### src/rtl/seg_pkg.sv
// Shared constants for the seven-segment display multiplexer.
//   SEG_FONT  : 16-entry hex font, active-low, bit order {g,f,e,d,c,b,a}
//   SEG_BLANK : all segments off (active-low)
//   ANODE_OFF : all digit enables off (active-low), sliced to NUM_DIGITS by users
package seg_pkg;

    localparam int unsigned MAX_DIGITS = 16;

    localparam logic [6:0] SEG_BLANK = 7'b1111111;

    localparam logic [MAX_DIGITS-1:0] ANODE_OFF = {MAX_DIGITS{1'b1}};

    // Entry N is the glyph for nibble N; listed from F down to 0.
    localparam logic [15:0][6:0] SEG_FONT = {
        7'b0001110,  // F
        7'b0000110,  // E
        7'b0100001,  // d
        7'b1000110,  // C
        7'b0000011,  // b
        7'b0001000,  // A
        7'b0010000,  // 9
        7'b0000000,  // 8
        7'b1111000,  // 7
        7'b0000010,  // 6
        7'b0010010,  // 5
        7'b0011001,  // 4
        7'b0110000,  // 3
        7'b0100100,  // 2
        7'b1111001,  // 1
        7'b1000000   // 0
    };

endpackage

### src/rtl/seg_hex_decode.sv
// Combinational hex-to-seven-segment decoder.
//   nibble : 4-bit hex value
//   seg    : active-low segments {g,f,e,d,c,b,a}
module seg_hex_decode
    import seg_pkg::*;
(
    input  logic [3:0] nibble,
    output logic [6:0] seg
);

    always_comb begin
        seg = SEG_FONT[nibble];
    end

endmodule

### src/rtl/seg_display_mux.sv
// Time-multiplexed seven-segment display driver with frame-synchronous data
// update, leading-zero suppression and PWM brightness.
//   clk, rst   : system clock, asynchronous active-high reset
//   data_in    : hex nibbles, digit 0 in bits [3:0]
//   dp_in      : decimal-point request per digit (active-high)
//   load       : one-cycle strobe capturing data_in/dp_in
//   enable     : display on when 1
//   blank_lz   : suppress leading zeros when 1
//   brightness : PWM duty code; all ones = fully on, 0 = dark
//   segment    : active-low cathodes {g,f,e,d,c,b,a}
//   dp         : active-low decimal-point cathode
//   anode      : active-low one-hot digit enables
//   frame_done : one-cycle pulse when the digit index wraps to 0
module seg_display_mux
    import seg_pkg::*;
#(
    parameter int unsigned NUM_DIGITS = 8,
    parameter int unsigned CLK_HZ     = 100_000_000,
    parameter int unsigned DIGIT_HZ   = 1000,
    parameter int unsigned BRIGHT_W   = 4
) (
    input  logic                    clk,
    input  logic                    rst,
    input  logic [4*NUM_DIGITS-1:0] data_in,
    input  logic [NUM_DIGITS-1:0]   dp_in,
    input  logic                    load,
    input  logic                    enable,
    input  logic                    blank_lz,
    input  logic [BRIGHT_W-1:0]     brightness,
    output logic [6:0]              segment,
    output logic                    dp,
    output logic [NUM_DIGITS-1:0]   anode,
    output logic                    frame_done
);

    localparam int unsigned TICK_DIV = CLK_HZ / DIGIT_HZ;
    localparam int unsigned PRESC_W  = (TICK_DIV > 1) ? $clog2(TICK_DIV) : 1;
    localparam int unsigned IDX_W    = (NUM_DIGITS > 1) ? $clog2(NUM_DIGITS) : 1;

    localparam logic [PRESC_W-1:0]    PRESC_LAST = PRESC_W'(TICK_DIV - 1);
    localparam logic [IDX_W-1:0]      IDX_LAST   = IDX_W'(NUM_DIGITS - 1);
    localparam logic [NUM_DIGITS-1:0] AN_OFF     = ANODE_OFF[NUM_DIGITS-1:0];

    logic [PRESC_W-1:0]      presc;
    logic [IDX_W-1:0]        digit_idx;
    logic [BRIGHT_W-1:0]     pwm_cnt;
    logic [4*NUM_DIGITS-1:0] pend_data;
    logic [NUM_DIGITS-1:0]   pend_dp;
    logic                    pend_valid;
    logic [4*NUM_DIGITS-1:0] shadow_data;
    logic [NUM_DIGITS-1:0]   shadow_dp;

    logic             tick;
    logic             wrap;
    logic [3:0]       cur_nibble;
    logic             cur_dp;
    logic [6:0]       cur_font;
    logic [IDX_W-1:0] hi_nz;
    logic             blank_cur;
    logic             pwm_on;

    assign tick = (presc == PRESC_LAST);
    assign wrap = tick && (digit_idx == IDX_LAST);

    // Scan timebase, PWM counter and frame pulse.
    always_ff @(posedge clk or posedge rst) begin
        if (rst) begin
            presc      <= '0;
            digit_idx  <= '0;
            pwm_cnt    <= '0;
            frame_done <= 1'b0;
        end else begin
            presc      <= tick ? '0 : presc + 1'b1;
            pwm_cnt    <= pwm_cnt + 1'b1;
            frame_done <= wrap;
            if (tick) begin
                digit_idx <= wrap ? '0 : digit_idx + 1'b1;
            end
        end
    end

    // Double buffering: the shadow only changes at a frame wrap so one frame
    // never mixes two loads. A load landing on the wrap cycle goes straight
    // to the shadow instead of waiting a whole extra frame.
    always_ff @(posedge clk or posedge rst) begin
        if (rst) begin
            pend_data   <= '0;
            pend_dp     <= '0;
            pend_valid  <= 1'b0;
            shadow_data <= '0;
            shadow_dp   <= '0;
        end else begin
            if (load) begin
                pend_data <= data_in;
                pend_dp   <= dp_in;
            end
            if (wrap && load) begin
                shadow_data <= data_in;
                shadow_dp   <= dp_in;
                pend_valid  <= 1'b0;
            end else if (wrap && pend_valid) begin
                shadow_data <= pend_data;
                shadow_dp   <= pend_dp;
                pend_valid  <= 1'b0;
            end else if (load) begin
                pend_valid <= 1'b1;
            end
        end
    end

    seg_hex_decode u_hex_decode (
        .nibble (cur_nibble),
        .seg    (cur_font)
    );

    always_comb begin
        cur_nibble = shadow_data[{digit_idx, 2'b00} +: 4];
        cur_dp     = shadow_dp[digit_idx];
        // Index of the most significant nonzero nibble; 0 when all are zero,
        // which keeps digit 0 always visible.
        hi_nz = '0;
        for (int i = 0; i < NUM_DIGITS; i++) begin
            if (shadow_data[i*4 +: 4] != 4'h0) begin
                hi_nz = IDX_W'(i);
            end
        end
        blank_cur = blank_lz && (digit_idx > hi_nz) && !cur_dp;
        pwm_on    = (brightness == '1) || (brightness > pwm_cnt);
    end

    always_ff @(posedge clk or posedge rst) begin
        if (rst) begin
            segment <= SEG_BLANK;
            dp      <= 1'b1;
            anode   <= AN_OFF;
        end else if (!enable) begin
            segment <= SEG_BLANK;
            dp      <= 1'b1;
            anode   <= AN_OFF;
        end else begin
            segment <= blank_cur ? SEG_BLANK : cur_font;
            dp      <= blank_cur ? 1'b1 : ~cur_dp;
            anode   <= pwm_on ? ~(NUM_DIGITS'(1) << digit_idx) : AN_OFF;
        end
    end

endmodule

### config.mk
export PLATFORM = sky130hd
export DESIGN_NAME = seg_display_mux
export DESIGN_NICKNAME = d
export VERILOG_FILES = /design/src/rtl/seg_pkg.sv /design/src/rtl/seg_hex_decode.sv /design/src/rtl/seg_display_mux.sv
export SDC_FILE = /design/constraint.sdc
export NUM_CORES = 1
export LEC_CHECK = 0
export ABC_AREA = 0
export CORE_MARGIN = 3
export CORE_UTILIZATION = 60
export CTS_CLUSTER_SIZE = 10
export DETAILED_ROUTE_END_ITERATION = 10
export PLACE_DENSITY = 0.95
export SYNTH_ARGS = -nofsm -noshare
export SYNTH_HDL_FRONTEND = slang
export SYNTH_HIERARCHICAL = 1
export SYNTH_SLANG_ARGS = --single-unit
### constraint.sdc
create_clock -name clk -period 9.5 [get_ports clk]
set_input_delay 2.375 -clock clk [delete_from_list [all_inputs] [get_ports clk]]
set_output_delay 2.375 -clock clk [all_outputs]
set_load 0.02 [all_outputs]
==> Word-level counts from Yosys, hierarchy flattened <==
Memory sizes are Yosys's and may differ from the RTL's.
Index checks and enable logic that the tools add are counted.
{ "word_totals": {"regBits": 122, "mem_bits_ro": 112, "in_bits": 49, "output_inout_bits": 17, "word_cells": 68, "mem_count": 1} }
{ "mem_list": {"columns": ["name", "words", "width", "rd", "rd_clocked_by_memory_dff", "write_ports", "line_no", "source"], "rows": [
  ["(name not given)", 16, 7, 1, 0, 0, "seg_hex_decode.sv:12", "seg = SEG_FONT[nibble];"]
]} }
{ "op_classes": {"n_addsub": 3, "n_lt_le_gt_ge": 4, "n_eq_ne": 3, "shift": 2, "mux": 25, "bitwise_logic": 2, "n_reduce_logical": 16} }
{ "ops": {"columns": ["cell", "n"], "rows": [
  ["32-bit 2-to-1 mux", 2],
  ["8-bit 2-to-1 mux", 4],
  ["32-bit by 6-bit indexed part select with 4-bit output", 1],
  ["4-bit nonzero test", 7],
  ["3-bit 2-to-1 mux", 7],
  ["7-bit 2-to-1 mux", 3],
  ["17-bit by 1-bit adder with 17-bit output, second input constant", 1],
  ["17-bit equality test, second input constant", 1],
  ["17-bit 2-to-1 mux", 1],
  ["8-bit NOT", 1],
  ["1-bit by 3-bit left shift with 8-bit output, first input constant", 1],
  ["1-bit 2-to-1 mux", 7],
  ["1-bit logical AND", 5],
  ["4-bit by 5-bit < comparator with 1-bit output, second input constant", 1],
  ["4-bit by 1-bit adder with 4-bit output, second input constant", 1],
  ["4-bit equality test, second input constant", 1],
  ["4-bit > comparator", 1],
  ["3-bit by 4-bit < comparator with 1-bit output, second input constant", 1],
  ["3-bit by 1-bit adder with 3-bit output, second input constant", 1],
  ["1-bit binary-select mux with 3-bit select", 1],
  ["3-bit equality test, second input constant", 1],
  ["3-bit > comparator", 1],
  ["3-bit nonzero test", 1],
  ["2-bit nonzero test", 1],
  ["3 further kinds", 3]
]} }

==> Longest topological paths before layout <==
Gate-level depths: netlist of the first run.
{ "logic_depth": {"depth_word": 13, "ltp_mapped": 10, "depth_no_buf": 9} }

==> Hierarchy <==
The synthesis of the first run kept the hierarchy.
{ "by_module_without_submodules": {"columns": ["mod", "n_inst", "cells_per_inst", "area_each_um2", "seq_area_each_um2"], "rows": [
  ["seg_display_mux", 1, 378, 5444.0, 3072.9],
  ["seg_hex_decode", 1, 32, 275.3, 0.0]
]} }

==> Worst setup path after synthesis of the first run <==
OpenSTA, ideal clock, no wires.
{ "synth_path": {"kind": "input port to flip-flop", "from": "input port load", "to": "register shadow_data[0]", "setup_ps": 125, "arrival_time_ps": 3504, "t_required_ps": 9375, "setup_slack_ps": 5871, "path_stages": 4, "path_buffers": 2, "cell_sequence": "clkbuf_1 buf_1 mux2_2 mux2_4"} }
{ "synth_between": {"elab_chain_len": 2, "word_cells_on_any_way": 3, "cone_classes": "mux (1); reduce/logical (2)"} }
{ "synth_lines": {"columns": ["item", "line_no", "source"], "rows": [
  ["start: declaration", "seg_display_mux.sv:26", "input logic load,"],
  ["1-bit logical AND (*)", "seg_display_mux.sv:97", "if (wrap && load) begin"],
  ["32-bit 2-to-1 mux or 2-bit nonzero test (tied branches)", null, null],
  ["end signal: assignment", "seg_display_mux.sv:98", "shadow_data <= data_in;"],
  ["end signal: assignment", "seg_display_mux.sv:102", "shadow_data <= pend_data;"],
  ["end: declaration", "seg_display_mux.sv:50", "logic [4*NUM_DIGITS-1:0] shadow_data;"]
]} }
Every way passes the cells marked *; elsewhere a longest branch is shown, timed or not.
A chain may end at the register's enable or synchronous reset.

==> Worst setup path after layout of the first run <==
{ "layout_path": {"from": "register anode[1]", "to": "output port anode[1]"} }
{ "layout_rtl": {"columns": ["item", "line_no", "source"], "rows": [
  ["start: declaration", "seg_display_mux.sv:32", "output logic [NUM_DIGITS-1:0] anode,"],
  ["start signal: assignment", "seg_display_mux.sv:143", "anode <= pwm_on ? ~(NUM_DIGITS'(1) << digit_idx) : AN_OFF;"]
]} }
No word-level cell between the ends.

==> results.cfg, run 1 <==
[run_status]
status = finished, final reports clean

[power_and_ir_drop]
power_density_nw_per_um2 = 187
finalPower_mw = 1.33
cellLeakagePower_nw = 3.24
ir_drop_mv = 0.111

[setup_path]
crit_fanout = 1
crit_path_max_incr_delay_ns = 0.59
cp.required_ns = 7.13
crit_family = buffers and inverters
worst_path_max_delay_cell = clkdlybuf4s50_1
crit_path_start_kind = register
path_cells = clkdlybuf4s50_1
path_buf_inv = 1
r2r_start = digit_idx[0]
critical_path_class = register to output port
worst_setup_path_end_kind = output port
cp-startpoint = anode[1]
cp.arrival_ns = 1.63

[sta]
worstMarginPinSlew_ns = 0.935
setup-tns-final_ns = 0
period_share_pct = 42.1
slew-limit-headroom_pct = 37.7
rsz0062_at_grt = false
hold_viol = 0
fin_ws_ns = 5.50
clock.fmax_ghz = 0.250
period_needed_ns = 4.00
setup_violations = 0
clock-skew-final_ns = 0.00732
drv_slew = 0

[synthesis]
syn_inst = 410
synth_top_cell_area_share_pct = 46.4
netlist_area_um2 = 5720
synth.area.top_cells = dfrtp_1, mux2_4, mux2_2
synth_cell_types = 49
yosysWarningCount = 6
yosysMostFrequentCell = dfrtp_1
syn_area_per_cell_um2 = 13.9
ys_ff_latch = 122
synth_edf_count = 0
synth_ff_type = dfrtp_1
synthArstFlopShare_pct = 100
syn_nets = 481
ys_seq_area_share_pct = 53.7
synth_common_cells = dfrtp_1, mux2_2, mux2_4
yosysTopAreaCell = dfrtp_1

[die]
start_util_pct = 63.7
die_y_um = 104
pin_count = 66
rows = 34
die_w_um = 104
fp.dieArea_um2 = 10700
core-area_um2 = 8980

[clock_network]
clockBufferDepth = 2
clk_transition_reported_paths_ns = 0.06
cts_max_level = 4
post_cts_buffers = 0
cts_made_buffers = 17
cts-hold-fix-buffers = 0
insertion_delay_ns = 0.51
clock-sinks = 122
cts_tree = done
ctsResizeCount = 0
cts_root_buf = clkbuf_8

[layout]
synthToLayoutAreaGrowth_pct = 24.0
fin_area_um2 = 7090
layout-drive-gt1-share_pct = 29.9
diodes = 0
fillCellCount = 481
post-route-util_pct = 79.0
finalNetCount = 550

[place]
globalplace.congestion = 0.863
pre_cts_ws_ns = 5.09
io_buffers = 65
dpl-instance-area_um2 = 6440
place_hpwl_mm = 7.95

[grt]
grt_pass1_vias = 4066
grt_usage_pct = 25.4
grt_max_degree = 65
grt_pass1_wl_mm = 21.4
grt-ovfl-total = 0
antenna_found_initial = 0

[detailed_routing]
wirelength_mm = 13.2
detail_route.iter0.violations = 337
via_per_inst = 5.98
drc = 0
avgRoutedWirePerCell_um = 21.3
ant_nets = 0
drtPass1Iterations = 5
via_count = 3693

[min_path]
hold_path.class = register to register
hp-start = pwm_cnt[3]

[job]
maxCapViolCount = 0
-- power by group --
group	switching (mW)	internal (mW)
clock	0.241	0.469
sequential	0.00614	0.540
combinational	0.0340	0.0382
total	0.281	1.05
-- final cells by class --
type / count / area [µm²] / share of cell area (%)
flip-flops and latches: 122 / 3070 / 43.3
multi-input cells: 256 / 2490 / 35.1
repair buffers: 67 / 661 / 9.31
clock buffers: 19 / 442 / 6.23
clock inverters: 13 / 214 / 3.02
well taps: 126 / 158 / 2.22
inverters: 15 / 58.8 / 0.829
-- state kept, by name, indices dropped and copies added (netlist names) --
| signal | count |
|---|---|
| digit_idx | 3 |
| dp | 1 |
| pend_data | 32 |
| shadow_data | 32 |
| pend_valid | 1 |
| presc | 17 |
| pwm_cnt | 4 |
| segment | 7 |
| frame_done | 1 |
| anode | 8 |
| shadow_dp | 8 |
| pend_dp | 8 |
-- layer usage --
layer | part of all wire, % | global-route usage (%) | up-vias | routed length [µm]
met1 | 40 | 31.4 | 1851 | 5260
met3 | 6.3 | 7.59 | 39 | 828
met4 | 2.8 | 11.3 | 0 | 365
met5 | 0 | 0 | - | 0
met2 | 51 | 41.4 | 193 | 6710
li1 | - | - | 1610 | -
-- cells in the final DEF, fill, tap and decap left out, types with 7 or more instances in the layout --
master / instances
xnor2_1: 10
clkdlybuf4s50_1: 64
mux2_4: 40
nand3_1: 13
mux4_2: 10
ha_1: 22
dfstp_2: 16
mux2_2: 41
dfrtp_1: 106
nor2_1: 19
inv_1: 13
o21ai_0: 7
nand3b_1: 8
nand2_1: 20
clkbuf_16: 16
-- stage by stage --
step,std cells,hold slack (ns)
after CTS,618,0.493
after global placement,586,0.465
after detailed placement,586,0.485
final,618,0.488
after global routing,618,0.500
after floorplan,410,0.445
-- path summary, 6_finish.rpt --
check	end	slack, ns	cells past startpoint
setup reg to reg	segment[0]	6.48	9
setup / recovery	anode[1]	5.50	1
hold / removal	pwm_cnt[3]	0.49	1
max in group asynchronous	pend_data[17]	5.91	3
min in group asynchronous	pwm_cnt[3]	2.32	2
hold reg to reg	pwm_cnt[3]	0.49	1
-- kinds of logic (layout without fill, tap and decap cells) --
| kind of cell | Yosys count | in the layout | synth area share (%) |
|---|---|---|---|
| and+or+nand+nor | 99 | 99 | 9.93 |
| muxes | 97 | 97 | 23.8 |
| adders and majority gates | 22 | 22 | 4.81 |
| DFF | 122 | 122 | 53.7 |
| AOI/OAI and AO/OA | 23 | 23 | 2.60 |
| xor gates and xnor gates | 15 | 15 | 2.30 |
| buffers and inverters | 32 | 114 | 2.78 |
No activity file was read; power rests on OpenSTA's default activity.
==> run 2, diff against run 1 <==
- CORE_UTILIZATION: 60 -> 56
- PLACE_DENSITY: 0.95 -> 0.91
- clock period: 9.5 -> 4.03 ns (I/O delays scaled with it)
==> results.cfg, run 2 (synthesized netlist as in run 1, its figures left out) <==
[layout]
diodes = 0
multiInputGateArea_um2 = 2490
layout-drive-gt1-share_pct = 30.0
seq_area_um2 = 3070
layout_common_cells = dfrtp_1, clkdlybuf4s50_1, mux2_2
final_common_cell = dfrtp_1
fillCellCount = 600
finalNetCount = 552
reg.largest.list = pend_data: 32 flops, shadow_data: 32 flops, presc: 17 flops
synthToLayoutAreaGrowth_pct = 24.0

[power_and_ir_drop]
p_clk_share_pct = 52.0
power_density_nw_per_um2 = 426
switchingPower_uw = 624
p_int_mw = 2.40
p_sw_share_pct = 20.7
ir_drop_mv = 0.285
cellLeakagePower_nw = 3.23
p_comb_share_pct = 5.5
power_frac_seq_pct = 42.5

[clock_network]
cts_max_level = 4
cts-hold-fix-buffers = 0
clockBufferDepth = 2
clock-sinks = 122
cts_tree = done
clk_transition_reported_paths_ns = 0.06
ctsResizeCount = 0
post_cts_buffers = 0
insertion_delay_ns = 0.52
cts_made_buffers = 17
cts_root_buf = clkbuf_8

[die]
rows = 36
pin_count = 66
start_util_pct = 58.0
fp.dieArea_um2 = 11500
die_w_um = 107
core-area_um2 = 9860
die_y_um = 107

[detailed_routing]
detail_route.iter0.violations = 211
wirelength_mm = 11.5
drc = 0
via_count = 3565
drtPass1Iterations = 4
via_per_inst = 5.69
avgRoutedWirePerCell_um = 18.3
ant_nets = 0

[setup_path]
crit_path_start_kind = register
cp.required_ns = 4.44
critical_path_class = register to register
crit_fanout = 7
cp.arrival_ns = 3.30
r2r_cells = 9
worst_setup_path_end_kind = register

[grt]
grt_max_degree = 123
grt_pass1_vias = 3735
antenna_found_initial = 0
grt-ovfl-total = 0
grt_pass1_wl_mm = 19.0
grt_usage_pct = 21.6

[place]
place_hpwl_mm = 7.56
io_buffers = 65
globalplace.congestion = 0.877

[sta]
rsz0062_at_grt = false
clock-skew-final_ns = 0.0119
drv_slew = 0
clock.fmax_ghz = 0.346
fin_hold_ws_ns = 0.494
period_share_pct = 71.8
hold_viol = 0
setup_violations = 0
period_needed_ns = 2.89
slew-limit-headroom_pct = 50.7
setup-tns-final_ns = 0
worstMarginPinSlew_ns = 0.739

[run_status]
status = finished, final reports clean

[min_path]
holdPathStages = 1
hold_path.class = register to register

[job]
maxCapViolCount = 0
## run 2: final timing paths
check,from,to,slack (ns)
setup / recovery,shadow_data[22],segment[5],1.14
hold / removal,pwm_cnt[2],pwm_cnt[2],0.49
setup reg to reg,shadow_data[22],segment[5],1.14
hold reg to reg,pwm_cnt[2],pwm_cnt[2],0.49
max in group asynchronous,rst,shadow_data[1],2.54
min in group asynchronous,rst,pwm_cnt[3],1.00
## run 2: metal layers
metal | wire length (µm) | up-vias | global-route usage [%]
li1 | - | 1614 | -
met1 | 4960 | 1800 | 28.3
met2 | 5640 | 120 | 33.6
met3 | 547 | 31 | 5.60
met4 | 341 | 0 | 10.3
met5 | 0 | - | 0
## run 2: worst max-delay path, stage by stage (launching register included)
cell       delay [ns]
dfrtp_1          0.40
or4_1            0.57
nand2b_1         0.20
a21oi_1          0.18
nor2_1           0.07
ha_1             0.29
nor2b_1          0.14
o21a_1           0.18
o2111ai_1        0.58
nand3b_1         0.16
## run 2: cell type report
cell class	count	area share, %
Inverter	15	0.847
Sequential cell	122	43.3
Tap cell	133	2.35
Clock inverter	12	2.42
Timing Repair Buffer	69	9.70
Multi-Input combinational cell	256	35.1
Clock buffer	20	6.28
## run 2: per-stage QoR
| stage | cell area [µm²] | util (%) | setup WS, ns | total power, mW | instances |
|---|---|---|---|---|---|
| 2_1_floorplan | 5720 | - | 1.36 | 1.39 | 410 |
| 3_3_place_gp | 6470 | 65.6 | 1.39 | 1.46 | 595 |
| 3_5_place_dp | 6470 | 65.6 | 1.28 | 1.47 | 595 |
| 4_1_cts | 7090 | 71.9 | 1.18 | 3.04 | 627 |
| 5_1_grt | 7090 | 71.9 | 0.933 | 3.12 | 627 |
| 6_report | 7090 | 71.9 | 1.14 | 3.02 | 627 |
## run 2: power by group through the flow
| stage | registers, mW | clock network [mW] | logic (mW) |
|---|---|---|---|
| 6_report | 1.29 | 1.57 | 0.166 |
| 3_3_place_gp | 1.30 | 0 | 0.163 |
| 5_1_grt | 1.29 | 1.64 | 0.183 |
| 2_1_floorplan | 1.31 | 0 | 0.0851 |
| 4_1_cts | 1.29 | 1.59 | 0.170 |
| 3_5_place_dp | 1.31 | 0 | 0.168 |
==> run 3, diff against run 2 <==
- CORE_UTILIZATION: 56 -> 51
- PLACE_DENSITY: 0.91 -> 0.88
- clock period: 4.03 -> 2.4 ns (I/O delays scaled with it)
==> results.cfg, run 3 (synthesized netlist as in run 1, its figures left out) <==
[sta]
worstMarginPinSlew_ns = 0.475
hold_viol = 0
period_needed_ns = 2.44
clock-skew-final_ns = 0.00669
clock.fmax_ghz = 0.409
fin_ws_ns = -0.0447
rsz0062_at_grt = true
period_share_pct = 102
drv_slew = 0
setup_violations = 7
slew-limit-headroom_pct = 67.4

[clock_network]
clockBufferDepth = 2
cts_tree = done
cts_root_buf = clkbuf_8
cts_max_level = 4
clk_transition_reported_paths_ns = 0.06
cts_made_buffers = 17
insertion_delay_ns = 0.52
clock-sinks = 122

[job]
maxCapViolCount = 0

[detailed_routing]
ant_nets = 0
detail_route.iter0.violations = 201
via_count = 3700
drtPass1Iterations = 4
drc = 0
avgRoutedWirePerCell_um = 18.7
via_per_inst = 5.71
wirelength_mm = 12.1

[setup_path]
cp-startpoint = shadow_data[22]
crit_path_max_incr_delay_ns = 0.55
crit_fanout = 7
cp.required_ns = 2.84
r2r_start = shadow_data[22]
worst_setup_path_end_kind = register
critical_path_class = register to register
crit_family = simple AND/OR/NAND/NOR gates
path_buf_inv = 1
r2r_slack_ns = -0.04
worst_path_max_delay_cell = or4_4
cp.arrival_ns = 2.88
path_cells = or4_4, nand2b_4, a21oi_2, nor2_1, ha_1, nor2b_1, o21a_1, o2111ai_2, buf_6, nand3b_1
crit_path_start_kind = register

[die]
die_w_um = 112
start_util_pct = 52.5
pin_count = 66
die_y_um = 112
fp.dieArea_um2 = 12500
rows = 38
core-area_um2 = 10900

[layout]
fin_area_um2 = 7240
finalNetCount = 566
reg.largest.list = pend_data: 32 flops, shadow_data: 32 flops, presc: 17 flops
diodes = 0
fillCellCount = 748
layout-drive-gt1-share_pct = 34.1
layout_common_cells = dfrtp_1, clkdlybuf4s50_1, mux2_2
final_common_cell = dfrtp_1
synthToLayoutAreaGrowth_pct = 26.7

[min_path]
hold_path.class = input port to async pin

[run_status]
violations = setup timing
status = complete, but fails checks

[power_and_ir_drop]
ir_drop_mv = 0.465
cellLeakagePower_nw = 3.31
power_density_nw_per_um2 = 675

[grt]
grt_pass1_vias = 3968
grt-ovfl-total = 0
grt.met2_usage_pct = 33.7
grt_use_met1_pct = 24.3
grt_usage_pct = 20.5
grt_max_degree = 72
grt_pass1_wl_mm = 20.1
antenna_found_initial = 0
met3_usage_pct = 5.71
busiest_layer = met2

[place]
io_buffers = 65
globalplace.congestion = 0.864
pre_cts_ws_ns = -0.158
place_hpwl_mm = 8.23
dpl-instance-area_um2 = 6600
## run 3: changes by cell type in the layout (fill, tap and decap cells not counted), moves of 2 or more
cell,change
inv_6,+2
buf_12,+3
bufinv_16,-2
clkinv_4,+3
inv_2,+2
nor4_1,-2
buf_4,+10
nor4_2,+2
inv_1,-2
## run 3: layout make-up
class                   instances  area (µm²)  area share [%]
inverters                      15        60.1           0.829
clock buffers                  18         428            5.91
clock inverters                14         148            2.04
repair buffers                 83         835            11.5
flip-flops and latches        122        3070            42.4
well taps                     140         175            2.42
multi-input cells             256        2530            34.9
## run 3: final timing paths
kind                                       to  cells past startpoint
worst max-delay path               segment[1]                     10
worst min-delay path                 presc[5]                      2
worst max register to register     segment[1]                     10
worst min register to register     pwm_cnt[3]                      1
max in group asynchronous       pend_data[11]                      3
min in group clk                   pwm_cnt[3]                      1
## run 3: repair_timing
action	in CTS	in global routing
resized for setup	8	3
hold buffers	0	0
setup endpoints to repair	7	7
pin swaps	1	1
setup buffers	2	1
## run 3: metrics by stage
stage                     power [mW]  std cells  hold slack (ns)  setup TNS (ns)  util [%]
after CTS                       4.94        647            0.382          -0.109      66.4
final                           4.89        648            0.394          -0.190      66.5
after global routing            5.06        648            0.397          -0.956      66.5
after global placement          2.47        613            0.464               0      60.7
after floorplan                 2.34        410            0.445               0         -
after detailed placement        2.49        613            0.466          -0.954      60.7
## run 3: per-layer routing
metal | part of all wire [%] | vias to the layer above
li1 | - | 1644
met1 | 40 | 1870
met2 | 51 | 147
met3 | 6.2 | 39
met4 | 3.2 | 0
met5 | 0 | -
## run 3: power by group
| part | internal (mW) | switching, mW | total, mW |
|---|---|---|---|
| registers | 2.14 | 0.0201 | 2.16 |
| logic | 0.161 | 0.130 | 0.291 |
| clock network | 1.51 | 0.938 | 2.44 |
